`config.mk`:
```
export PLATFORM = sky130hd
export DESIGN_NAME = key_calc_entry
export DESIGN_NICKNAME = d
export VERILOG_FILES = /design/src/rtl/key_calc_entry.sv
export SDC_FILE = /design/constraint.sdc
export NUM_CORES = 1
export LEC_CHECK = 0
export CAP_MARGIN = 5
export CORE_AREA = 2 2 112 114
export DETAILED_ROUTE_END_ITERATION = 10
export DIE_AREA = 0 0 114 116
export PLACE_DENSITY = 0.76
export SKIP_CTS_REPAIR_TIMING = 1
export SYNTH_ARGS = -nofsm -noshare
export SYNTH_HDL_FRONTEND = slang
export SYNTH_SLANG_ARGS = --single-unit
export TNS_END_PERCENT = 1
```
`constraint.sdc`:
```
create_clock -name IN_clk -period 11.02 [get_ports IN_clk]
set_clock_uncertainty 0.1 [all_clocks]
set_input_delay 2.204 -clock IN_clk [delete_from_list [all_inputs] [get_ports IN_clk]]
set_output_delay 2.204 -clock IN_clk [all_outputs]
set_load 0.005 [all_outputs]
```
`src/rtl/key_calc_entry.sv`:
```
// Keypad entry and arithmetic unit for the calculator datapath: turns scanner key
// levels into press events, builds two decimal operands and computes on '=' or a chained operator.
module key_calc_entry #(
   parameter int WIDTH      = 16,
   parameter int MAX_DIGITS = 4
) (
   input  logic             IN_clk,
   input  logic             IN_rst_n,
   input  logic [3:0]       IN_value,
   input  logic             IN_key,
   input  logic             IN_clr,
   output logic [WIDTH-1:0] OUT_display,
   output logic [2:0]       OUT_op,
   output logic [1:0]       OUT_state,
   output logic             OUT_done,
   output logic             OUT_ovf
);

   localparam int CW = $clog2(MAX_DIGITS + 1);

   typedef enum logic [1:0] {S_A = 2'd0, S_OP = 2'd1, S_B = 2'd2, S_RES = 2'd3} state_t;

   state_t           state;
   logic             key_d;
   logic [WIDTH-1:0] a, b;
   logic [CW-1:0]    cnt;

   logic             ev, is_digit, is_eq, can_add;
   logic [2:0]       new_op;
   logic [WIDTH-1:0] digit_ext, cur, acc, res;
   logic [WIDTH:0]   sum_w;
   logic             res_ovf;

   assign ev        = IN_key & ~key_d;
   assign is_digit  = (IN_value <= 4'd9);
   assign is_eq     = (IN_value == 4'd15);
   // Operator codes 10..14 map onto 1..5 through their low three bits.
   assign new_op    = IN_value[2:0] - 3'd1;
   assign digit_ext = {{(WIDTH-4){1'b0}}, IN_value};
   assign cur       = (state == S_B) ? b : a;
   assign acc       = (cur << 3) + (cur << 1) + digit_ext;
   assign can_add   = (cnt < CW'(MAX_DIGITS));
   assign sum_w     = {1'b0, a} + {1'b0, b};
   assign OUT_state = state;

   always_comb begin
      res     = b;
      res_ovf = 1'b0;
      case (OUT_op)
         3'd1: begin res = sum_w[WIDTH-1:0]; res_ovf = sum_w[WIDTH]; end
         3'd2: begin res = a - b; res_ovf = (a < b); end
         3'd3: res = a & b;
         3'd4: res = a | b;
         3'd5: res = (a > b) ? WIDTH'(1) : ((a == b) ? '0 : '1);
         default: res = b;
      endcase
   end

   always_ff @(posedge IN_clk or negedge IN_rst_n) begin
      if (!IN_rst_n) begin
         state       <= S_A;
         key_d       <= 1'b0;
         a           <= '0;
         b           <= '0;
         cnt         <= '0;
         OUT_display <= '0;
         OUT_op      <= 3'd0;
         OUT_done    <= 1'b0;
         OUT_ovf     <= 1'b0;
      end else if (IN_clr) begin
         state       <= S_A;
         key_d       <= 1'b0;
         a           <= '0;
         b           <= '0;
         cnt         <= '0;
         OUT_display <= '0;
         OUT_op      <= 3'd0;
         OUT_done    <= 1'b0;
         OUT_ovf     <= 1'b0;
      end else begin
         key_d    <= IN_key;
         OUT_done <= 1'b0;
         if (ev) begin
            case (state)
               S_A: begin
                  if (is_digit) begin
                     if (can_add) begin
                        a           <= acc;
                        OUT_display <= acc;
                        cnt         <= cnt + 1'b1;
                     end
                  end else if (!is_eq) begin
                     OUT_op <= new_op;
                     cnt    <= '0;
                     state  <= S_OP;
                  end
               end
               S_OP: begin
                  if (is_digit) begin
                     b           <= digit_ext;
                     OUT_display <= digit_ext;
                     cnt         <= CW'(1);
                     state       <= S_B;
                  end else if (!is_eq) begin
                     OUT_op <= new_op;
                  end
               end
               S_B: begin
                  if (is_digit) begin
                     if (can_add) begin
                        b           <= acc;
                        OUT_display <= acc;
                        cnt         <= cnt + 1'b1;
                     end
                  end else begin
                     // '=' and a chained operator share the computation.
                     a           <= res;
                     b           <= '0;
                     cnt         <= '0;
                     OUT_display <= res;
                     OUT_ovf     <= res_ovf;
                     OUT_done    <= 1'b1;
                     if (is_eq) begin
                        state <= S_RES;
                     end else begin
                        OUT_op <= new_op;
                        state  <= S_OP;
                     end
                  end
               end
               S_RES: begin
                  if (is_digit) begin
                     a           <= digit_ext;
                     OUT_display <= digit_ext;
                     cnt         <= CW'(1);
                     OUT_op      <= 3'd0;
                     OUT_ovf     <= 1'b0;
                     state       <= S_A;
                  end else if (!is_eq) begin
                     OUT_op <= new_op;
                     cnt    <= '0;
                     state  <= S_OP;
                  end
               end
               default: state <= S_A;
            endcase
         end
      end
   end

endmodule

```
==> reports/qor.csv, run 1 <==
stage;metric;value;unit
run_status;status;finished clean;
drt;Residual DRC;0;
final_layout;ANT cells;0;
clocking;CTS Sinks;59;
final_layout;FF/Latch Area;0.001476;mm²
floorplan;starting density of the core;0.5776;
logic_synthesis;top flip-flop cell by instance count after synthesis;dfrtp_1;
final_layout;fill count;1051;
global_route;grt met3 use;0.05335;
flow_run;total of max-cap violations;0;
hold_path;Hold WC Path Type;register to register;
global_route;M2 GR Usage;0.5119;
sta;minimum clock period;5.528;ns
sta;Max Slew Vio Count;0;
placement;pre-CTS setup slack;5.276;ns
pwr;Pwr Density;166.1;mW/mm²
final_layout;multi-input gate area in the final layout;0.004955;mm²
final_layout;post-route cell area;0.007487;mm²
clocking;CTS Buffer Depth;2;
sta;Slew HR;0.2375;
final_layout;Nets;959;
floorplan;Core Box Area;0.01191;mm²
critical_path;WP data arrival;5.66;ns
global_route;gr usage total;0.3403;
critical_path;slowest stage cell on the critical path;o311ai_0;
floorplan;Row Count;40;
critical_path;CP cell instances;clkdlybuf4s50_1 > fa_1 > ha_1 > a211oi_1 > o21ai_0 > nand2_1 > a21oi_1 > o311ai_0 > a21oi_1 > a221oi_1;
global_route;grt met1 use;0.4882;
logic_synthesis;Ys Warns;0;
floorplan;die outline height;116;µm
logic_synthesis;post-synth top area cell;dfrtp_1;
clocking;worst skew pair latency;0.34;ns
critical_path;most used cell, CP;a21oi_1;
critical_path;Reg-to-Reg Start;OUT_state[0]$_DFFE_PN0P_;
logic_synthesis;Synth Register Bits;59;
critical_path;CP peak stage delay;0.75;ns
global_route;largest net degree at the start of global routing;61;
pwr;Tot Pwr;0.001244;W
critical_path;CP Launch Type;primary input;
drt;DR WL/cell;21.60;µm
logic_synthesis;post-synthesis cell count;871;
final_layout;Synth-to-Final Area Change;8.820;%
clocking;CTS tree;done;
final_layout;utilization after layout;0.6286;
placement;placed instance area;0.007192;mm²
floorplan;die area;0.01322;mm²
sta;fin crit share;0.5017;
critical_path;worst flop-to-flop path endpoint;a[11]$_DFFE_PN0P_;
sta;Max Fclk;180.9;MHz
critical_path;FF-to-FF setup slack;6.29;ns
global_route;antenna violations before repair;0;
logic_synthesis;count of cell types in the netlist;85;
hold_path;hold path start;cnt[1]$_DFFE_PN0P_;
critical_path;worst path required time;11.15;ns
critical_path;Setup CP Type;primary input to register;
logic_synthesis;syn avg cell area;7.899;µm²
logic_synthesis;async set-reset flop share out of synthesis;1.000;
sta;PnR worst setup slack;5.492;ns
pwr;Leak;3.189;nW
clocking;Inserted Clock Buffers;9;
logic_synthesis;top-area cell type share of the netlist area;0.2146;
clocking;Clk pin slew, worst setup/hold paths;0.05;ns
critical_path;Reg2Reg Depth;14;
placement;Detail Placement HPWL;16670;µm
global_route;grt total ovfl;0;
drt;Detailed Route Iter0 Violations;909;
critical_path;CP startpoint;IN_value[3];
hold_path;Hold Crit Depth;1;
critical_path;CP delay by family, top;compound AO/OA/AOI/OAI gates;
placement;GPL Wtd Cong;0.9907;
floorplan;Die Width;114;µm
drt;DRT Pass-1 Iters;5;
sta;setup violators final;0;
logic_synthesis;synth top area cells;dfrtp_1 21%, ha_1 15%, o21ai_0 5.2%;
sta;Hold Violations, Final;0;
logic_synthesis;most frequent cell after synthesis;ha_1;
drt;drt via density;6.827;
logic_synthesis;register area share after synthesis;0.2146;
global_route;vias in the first global route;6633;
critical_path;crit end category;register;
sta;Slew @ Worst Pin;1.132;ns
global_route;grt peak-use layer;met2;
sta;RSZ-0062 raised after global routing;false;
placement;port buffer count;30;
final_layout;layout cells sized above 1;0.05632;
logic_synthesis;top cells by count, synth;82 x ha_1, 72 x o21ai_0, 71 x nand2_1, 69 x a21oi_1, 65 x nor2_1;
logic_synthesis;Synth Net Count;965;
clocking;htree depth;3;
critical_path;number of cells on the critical path;10;
pwr;maximum vdd ir drop;106.1;µV
sta;setup TNS;0;ns
critical_path;crit path buf inv count;1;
drt;DRT antenna net count;0;
drt;overall routed net length;21970;µm
critical_path;Worst Path Max Fanout;8;
floorplan;number of top-level pins;31;
hold_path;Worst Hold Endpoint;cnt[1]$_DFFE_PN0P_;
clocking;root buf cell;clkbuf_16;
global_route;first-pass GRT wire length;35360;µm
logic_synthesis;Synth Cell Area;0.006880;mm²
drt;via count;6943;
logic_synthesis;Post-synth EDFFs;0;
[cell type report]
class,count,area share
clock inverter,5,0.007019
multi-input combinational,698,0.6618
sequential,59,0.1972
tap,147,0.02457
clock buffer,11,0.03242
timing repair buffer,38,0.04746
inverter,59,0.02958
[sequential cells by signal, indices dropped and copies added (netlist names)]
signal / flops
OUT_display: 16
OUT_done: 1
OUT_op: 3
OUT_ovf: 1
OUT_state: 2
a: 16
b: 16
cnt: 3
key_d: 1
[power by group]
| group | switching [W] | internal (W) | leakage [nW] |
|---|---|---|---|
| Sequential | 0.0000320 | 0.000243 | 0.796 |
| Combinational | 0.000419 | 0.000269 | 2.25 |
| Clock | 0.000101 | 0.000180 | 0.145 |
[worst max path at each step]
| stage | endpoint |
|---|---|
| after floorplan | a[14]$_DFFE_PN0P_ |
| after global placement | OUT_display[11]$_DFFE_PN0P_ |
| after detailed placement | a[11]$_DFFE_PN0P_ |
| after CTS | a[11]$_DFFE_PN0P_ |
| after global routing | a[11]$_DFFE_PN0P_ |
| final | a[11]$_DFFE_PN0P_ |
[cell usage in the layout (no fill, tap or decap), types with 9 or more instances in the layout]
cell / n
a21o_1: 14
a22oi_1: 10
o211ai_1: 11
mux2i_1: 14
nor3_1: 23
nand2b_1: 17
dfrtp_1: 59
nor2_1: 65
o31ai_1: 12
a221oi_1: 17
nand3_1: 14
xnor2_1: 12
nor2b_1: 12
a21oi_1: 69
and3_1: 9
a211oi_1: 15
clkbuf_16: 9
ha_1: 81
o21ai_0: 72
nand2_1: 71
inv_1: 58
clkdlybuf4s50_1: 29
a22o_1: 9
[kinds of logic after synthesis]
kind of cell               share of synthesized area
buffers and inverters                        0.06565
xor gates and xnor gates                     0.02873
and+or+nand+nor                               0.1838
adders and majority gates                     0.1608
AOI/OAI and AO/OA                             0.3228
muxes                                        0.02364
DFF                                           0.2146
[layer usage]
| metal | routed length, µm | part of all wire |
|---|---|---|
| met2 | 9488 | 0.43 |
| met4 | 746 | 0.034 |
| met3 | 1994 | 0.091 |
| met5 | 0 | 0 |
| met1 | 9739 | 0.44 |
[stage by stage]
stage | hold WS [ns] | std cells
finish | 0.3962 | 1017
global route | 0.3993 | 1017
CTS | 0.3949 | 1017
detailed placement | 0.3832 | 1001
global placement | 0.3786 | 1001
floorplan | 0.3641 | 871
No activity file was read; power rests on OpenSTA's default activity.
==> run 2, diff against run 1 <==
==> constraint.sdc (replaced) <==
create_clock -name IN_clk -period 5.35 [get_ports IN_clk]
set_clock_uncertainty 0.1 [all_clocks]
set_input_delay 1.07 -clock IN_clk [delete_from_list [all_inputs] [get_ports IN_clk]]
set_output_delay 1.07 -clock IN_clk [all_outputs]
set_load 0.005 [all_outputs]
==> run 2 against run 1 <==
Via count shrank 1.1%. Setup slack got worse by 4.6 ns. Routed wire length is 2.3% lower. First-iteration DRC count down 8.6%. Non-clock buffer count grew 2. Clock-buffer cell count stayed put. Final cell count grew 0.20%. Core utilization is 0.13 points higher. Hold slack better by 0.0064 ns. Sequential share of layout area about the same. Critical path depth up 4. Largest power group unchanged.
==> reports/qor.csv, run 2 (synthesis gave the netlist of run 1 again) <==
stage;metric;value;unit;change
floorplan;Core Box Area;0.01191;mm²;unchanged
clocking;Clk pin slew, worst setup/hold paths;0.05;ns;about the same
drt;Detailed Route Iter0 Violations;831;;-8.6%
pwr;Pwr Density;339.1;mW/mm²;+100%
final_layout;fill count;1065;;+1.3%
critical_path;Setup CP Type;register to register;;
sta;PnR worst setup slack;0.9107;ns;-4.581 ns
final_layout;Non-Filler Instances;1019;;+0.20%
drt;DR WL/cell;21.06;µm;-2.5%
placement;placed instance area;0.007207;mm²;+0.21%
global_route;first-pass GRT wire length;34400;µm;-2.7%
final_layout;Synth-to-Final Area Change;9.038;%;
sta;setup violators final;0;;unchanged
sta;minimum clock period;4.439;ns;
global_route;gr usage total;0.3309;;-0.009384
pwr;Tot Pwr;0.002544;W;+100%
critical_path;Worst Path Max Fanout;50;;+42
final_layout;biggest regs;OUT_display (16), a (16), b (16);;
pwr;maximum vdd ir drop;266.2;µV;+150%
drt;Residual DRC;0;;unchanged
sta;Slew HR;0.4024;;+0.1650
placement;port buffer count;30;;unchanged
clocking;CTS tree;done;;
sta;fin crit share;0.8298;;
floorplan;Die Width;114;µm;unchanged
final_layout;ANT cells;0;;unchanged
critical_path;FF-to-FF setup slack;0.91;ns;-5.38 ns
floorplan;die outline height;116;µm;unchanged
clocking;CTS Sinks;59;;unchanged
placement;pre-CTS setup slack;0.7348;ns;-4.541 ns
final_layout;FF/Latch Area;0.001476;mm²;unchanged
pwr;Leak;3.199;nW;+0.32%
critical_path;worst path required time;5.46;ns;-5.69 ns
final_layout;commonest non-fill, non-tap cell in the layout;ha_1;;
floorplan;number of top-level pins;31;;unchanged
drt;via count;6866;;-1.1%
sta;RSZ-0062 raised after global routing;false;;
placement;GPL Wtd Cong;0.9698;;-2.1%
global_route;largest net degree at the start of global routing;60;;-1.6%
final_layout;multi-input gate area in the final layout;0.004955;mm²;unchanged
drt;drt via density;6.738;;-1.3%
sta;Slew @ Worst Pin;0.8930;ns;-0.2388 ns
final_layout;layout cells sized above 1;0.05849;;+0.002164
clocking;CTS Buffer Depth;2;;unchanged
sta;Hold Violations, Final;0;;unchanged
drt;DRT Pass-1 Iters;7;;+2
floorplan;Row Count;40;;unchanged
drt;overall routed net length;21460;µm;-2.3%
final_layout;Nets;961;;+0.21%
sta;Max Fclk;225.3;MHz;
critical_path;crit end category;register;;
placement;Placed Cells;1003;;+0.20%
flow_run;total of max-cap violations;0;;unchanged
clocking;htree depth;3;;unchanged
clocking;worst skew pair latency;0.33;ns;about the same
global_route;antenna violations before repair;0;;unchanged
drt;DRT antenna net count;0;;unchanged
clocking;Inserted Clock Buffers;9;;unchanged
run_status;status;finished clean;;
sta;setup TNS;0;ns;unchanged
clocking;root buf cell;clkbuf_16;;
floorplan;die area;0.01322;mm²;unchanged
critical_path;CP Launch Type;register;;
final_layout;commonest non-fill, non-tap cells in the layout;81 x ha_1, 72 x o21ai_0, 71 x nand2_1, 69 x a21oi_1, 65 x nor2_1;;
placement;Detail Placement HPWL;16320;µm;-2.1%
critical_path;WP data arrival;4.55;ns;-1.11 ns
global_route;vias in the first global route;6388;;-3.7%
global_route;grt total ovfl;0;;unchanged
final_layout;post-route cell area;0.007502;mm²;+0.20%
floorplan;starting density of the core;0.5776;;unchanged
hold_path;Hold WC Path Type;register to register;;
sta;Max Slew Vio Count;0;;unchanged
## run 2: cell count changes in the layout (fill, tap and decap cells not counted), sizes merged
cell,change
buf,+2
## run 2: worst max-delay path, stage by stage, from the launching register on
cell      delay, ns
dfrtp_1        0.49
inv_1          0.15
ha_2           0.31
buf_4          0.46
o21ai_0        0.26
ha_1           0.35
ha_1           0.35
nor2b_1        0.15
o21a_1         0.18
o21ai_0        0.14
a211oi_1       0.14
o41ai_1        0.57
xnor2_1        0.21
a21oi_1        0.10
a221oi_1       0.35
## run 2: layout make-up
cell class / instances / share of cell area
Inverter: 59 / 0.02952
Clock inverter: 5 / 0.007005
Clock buffer: 11 / 0.03235
Sequential cell: 59 / 0.1968
Multi-Input combinational cell: 698 / 0.6604
Timing Repair Buffer: 40 / 0.04937
Tap cell: 147 / 0.02452
## run 2: layer usage
metal,global-route usage,part of all wire,routed length (µm)
met5,0,0,0
met3,0.05178,0.076,1626
met1,0.4931,0.47,10070
met4,0.09837,0.015,325
met2,0.4948,0.44,9436
## run 2: metrics by stage
stage          hold WS, ns  utilization
2_1_floorplan       0.3641            -
5_1_grt             0.4152       0.6298
6_report            0.4025       0.6298
4_1_cts             0.4087       0.6298
3_3_place_gp        0.3787       0.6050
3_5_place_dp        0.3927       0.6050
## run 2: path summary, 6_finish.rpt
check	from	cells after the start	endpoint
max	OUT_state[0]$_DFFE_PN0P_	14	a[14]$_DFFE_PN0P_
min	cnt[1]$_DFFE_PN0P_	1	cnt[1]$_DFFE_PN0P_
max reg2reg	OUT_state[0]$_DFFE_PN0P_	14	a[14]$_DFFE_PN0P_
min reg2reg	cnt[1]$_DFFE_PN0P_	1	cnt[1]$_DFFE_PN0P_
max in group asynchronous	IN_rst_n	2	b[0]$_DFFE_PN0P_
min in group asynchronous	IN_rst_n	2	b[14]$_DFFE_PN0P_
## run 2: where the power goes
part	switching (W)	internal (W)
Clock	0.000206	0.000370
Combinational	0.000849	0.000554
Sequential	0.0000644	0.000501
==> run 3, diff against run 2 <==
--- a/config.mk
+++ b/config.mk
@@ -6,10 +6,10 @@
 export NUM_CORES = 1
 export LEC_CHECK = 0
 export CAP_MARGIN = 5
-export CORE_AREA = 2 2 112 114
+export CORE_AREA = 2 2 113 115
 export DETAILED_ROUTE_END_ITERATION = 10
-export DIE_AREA = 0 0 114 116
-export PLACE_DENSITY = 0.76
+export DIE_AREA = 0 0 115 117
+export PLACE_DENSITY = 0.78
 export SKIP_CTS_REPAIR_TIMING = 1
 export SYNTH_ARGS = -nofsm -noshare
 export SYNTH_HDL_FRONTEND = slang
==> constraint.sdc (replaced) <==
create_clock -name IN_clk -period 4.03 [get_ports IN_clk]
set_clock_uncertainty 0.1 [all_clocks]
set_input_delay 0.806 -clock IN_clk [delete_from_list [all_inputs] [get_ports IN_clk]]
set_output_delay 0.806 -clock IN_clk [all_outputs]
set_load 0.005 [all_outputs]
==> run 3 against run 2 <==
Setup slack worse by 0.73 ns. Register-to-register slack got worse by 0.73 ns. Combinational power grew 36%. Clock-buffer cell count rose by 2. First-iteration DRC count is 2.5% lower. Final cell count up 2.5%. Global-route usage down 2.1 points. Non-clock buffer count is 22 higher. Critical path depth increased by 2. Critical endpoint is now OUT_display[14]$_DFFE_PN0P_. Highest routed layer unchanged.
==> reports/qor.csv, run 3 (synthesis gave the netlist of run 1 again) <==
stage;metric;value;unit;change
final_layout;biggest regs;OUT_display (16), a (16), b (16);;
critical_path;CP cell instances;ha_4 > o21ai_0 > ha_1 > ha_1 > inv_1 > fa_1 > nor2b_1 > o21a_1 > o21ai_0 > a211oi_1 > buf_4 > o41ai_2 > buf_4 > mux2i_1 > a21o_1 > a22oi_1;;
sta;Slew @ Worst Pin;1.098;ns;+0.2054 ns
floorplan;die outline height;117;µm;+0.86%
critical_path;Setup crit end;OUT_display[14]$_DFFE_PN0P_;;
floorplan;Die Width;115;µm;+0.88%
critical_path;CP peak stage delay;0.44;ns;-0.13 ns
sta;Hold Violations, Final;0;;unchanged
pwr;power share of the clock group;0.223;;-0.003
critical_path;Worst Path Max Fanout;15;;-70%
sta;Max Fclk;259.8;MHz;+15%
clocking;Clk pin slew, worst setup/hold paths;0.05;ns;about the same
sta;Max Slew Vio Count;0;;unchanged
critical_path;worst path required time;4.12;ns;-1.34 ns
critical_path;FF-to-FF setup slack;0.18;ns;-0.73 ns
final_layout;ANT cells;0;;unchanged
clocking;worst skew pair latency;0.33;ns;about the same
floorplan;starting density of the core;0.5588;;-0.01878
drt;via count;6928;;+0.90%
run_status;status;finished clean;;
hold_path;Hold WC Path Type;register to register;;
drt;overall routed net length;20530;µm;-4.3%
final_layout;Nets;983;;+2.3%
global_route;grt total ovfl;0;;unchanged
clocking;htree depth;3;;unchanged
pwr;Pwr Density;440.4;mW/mm²;+30%
critical_path;CP startpoint;OUT_state[1]$_DFFE_PN0P_;;
sta;fin crit share;0.9551;;+0.1253
pwr;maximum vdd ir drop;368.1;µV;+38%
final_layout;Synth-to-Final Area Change;12.17;%;
critical_path;WP data arrival;3.94;ns;-0.61 ns
critical_path;worst flop-to-flop path endpoint;OUT_display[14]$_DFFE_PN0P_;;
clocking;CTS Sinks;59;;unchanged
global_route;gr usage total;0.3099;;-0.02105
critical_path;Setup CP Type;register to register;;
floorplan;Core Box Area;0.01231;mm²;+3.4%
critical_path;crit path buf inv count;3;;+1
drt;Detailed Route Iter0 Violations;810;;-2.5%
pwr;Leak;3.322;nW;+3.8%
hold_path;hold path start;cnt[1]$_DFFE_PN0P_;;
drt;drt via density;6.636;;-1.5%
sta;setup violators final;0;;unchanged
pwr;sw power;0.001469;W;+31%
sta;Slew HR;0.2616;;-0.1408
placement;Placed Cells;1027;;+2.4%
pwr;Comb pwr share;0.559;;+0.007
clocking;root buf cell;clkbuf_16;;
critical_path;slowest stage cell on the critical path;dfrtp_1;;
sta;setup TNS;0;ns;unchanged
sta;minimum clock period;3.849;ns;-0.5903 ns
placement;GPL Wtd Cong;0.9682;;-0.16%
placement;port buffer count;30;;unchanged
placement;Detail Placement HPWL;15700;µm;-3.8%
final_layout;commonest non-fill, non-tap cells in the layout;81 x ha_1, 71 x nand2_1, 70 x o21ai_0, 69 x a21oi_1, 65 x nor2_1;;
critical_path;CP delay by family, top;compound AO/OA/AOI/OAI gates;;
floorplan;die area;0.01346;mm²;+1.7%
global_route;vias in the first global route;6211;;-2.8%
floorplan;Row Count;41;;+2.5%
floorplan;number of top-level pins;31;;unchanged
critical_path;number of cells on the critical path;16;;+2
clocking;CTS Buffer Depth;2;;unchanged
global_route;antenna violations before repair;0;;unchanged
drt;DRT antenna net count;0;;unchanged
drt;Residual DRC;0;;unchanged
pwr;Int Pwr;0.001930;W;+35%
pwr;sequential power share;0.218;;-0.004
clocking;Inserted Clock Buffers;9;;unchanged
global_route;first-pass GRT wire length;33000;µm;-4.1%
flow_run;total of max-cap violations;0;;unchanged
drt;DRT Pass-1 Iters;6;;-1
global_route;largest net degree at the start of global routing;38;;-37%
final_layout;layout cells sized above 1;0.08725;;+0.02876
clocking;CTS tree;done;;
pwr;switch share;0.4323;;-0.007485
critical_path;Reg2Reg Depth;16;;+2
critical_path;CP Launch Type;register;;
critical_path;Reg-to-Reg Start;OUT_state[1]$_DFFE_PN0P_;;
drt;DR WL/cell;19.67;µm;-6.6%
critical_path;crit end category;register;;
final_layout;Non-Filler Instances;1044;;+2.5%
final_layout;commonest non-fill, non-tap cell in the layout;ha_1;;
## run 3: worst reg2reg max path, stage by stage (launching register included)
cell and delay [ns]:
dfrtp_1 0.44, ha_4 0.25, o21ai_0 0.40, ha_1 0.33, ha_1 0.24, inv_1 0.09, fa_1 0.23, nor2b_1 0.06
o21a_1 0.17, o21ai_0 0.16, a211oi_1 0.09, buf_4 0.15, o41ai_2 0.42, buf_4 0.19, mux2i_1 0.17, a21o_1 0.12
a22oi_1 0.07
## run 3: cell type report
cell class / instances / area (µm²)
Timing Repair Buffer: 62 / 548.0
Multi-Input combinational cell: 698 / 4982
Sequential cell: 59 / 1478
Clock buffer: 13 / 280.3
Inverter: 59 / 221.5
Tap cell: 150 / 187.7
Clock inverter: 3 / 20.02
Fill cell: 1035 / 4594
## run 3: power by group through the flow
stage               Clock [W]  Combinational [W]  Sequential [W]
floorplan                   0            0.00137        0.000733
global placement            0            0.00182        0.000746
detailed placement          0            0.00184        0.000750
CTS                  0.000761            0.00185        0.000740
global route         0.000784            0.00211        0.000752
finish               0.000757            0.00190        0.000741
## run 3: worst min-delay path by stage
stage,to,depth (start not counted)
after global routing,cnt[1]$_DFFE_PN0P_,1
after CTS,cnt[1]$_DFFE_PN0P_,1
after floorplan,cnt[1]$_DFFE_PN0P_,1
after global placement,cnt[1]$_DFFE_PN0P_,1
final,cnt[1]$_DFFE_PN0P_,1
after detailed placement,cnt[1]$_DFFE_PN0P_,1
## run 3: stage by stage
stage	total power (W)	hold WS [ns]	area, µm²	setup WS (ns)	util
after CTS	0.003355	0.4027	7690	0.1215	0.6246
final	0.003399	0.3990	7717	0.1809	0.6268
after detailed placement	0.002586	0.3910	7390	-0.03838	0.6002
after global placement	0.002565	0.3825	7390	0.01736	0.6002
after global routing	0.003645	0.4140	7717	-0.0008846	0.6268
after floorplan	0.002104	0.3641	6900	0.03348	-
## run 3: routing by layer
layer	routed length [µm]	vias to the layer above	global-route usage	part of all wire
met2	8963	370	0.4741	0.44
met5	0	-	0	0
met1	9268	3262	0.4558	0.45
met4	582	0	0.1076	0.028
li1	-	3254	-	-
met3	1720	42	0.03399	0.084
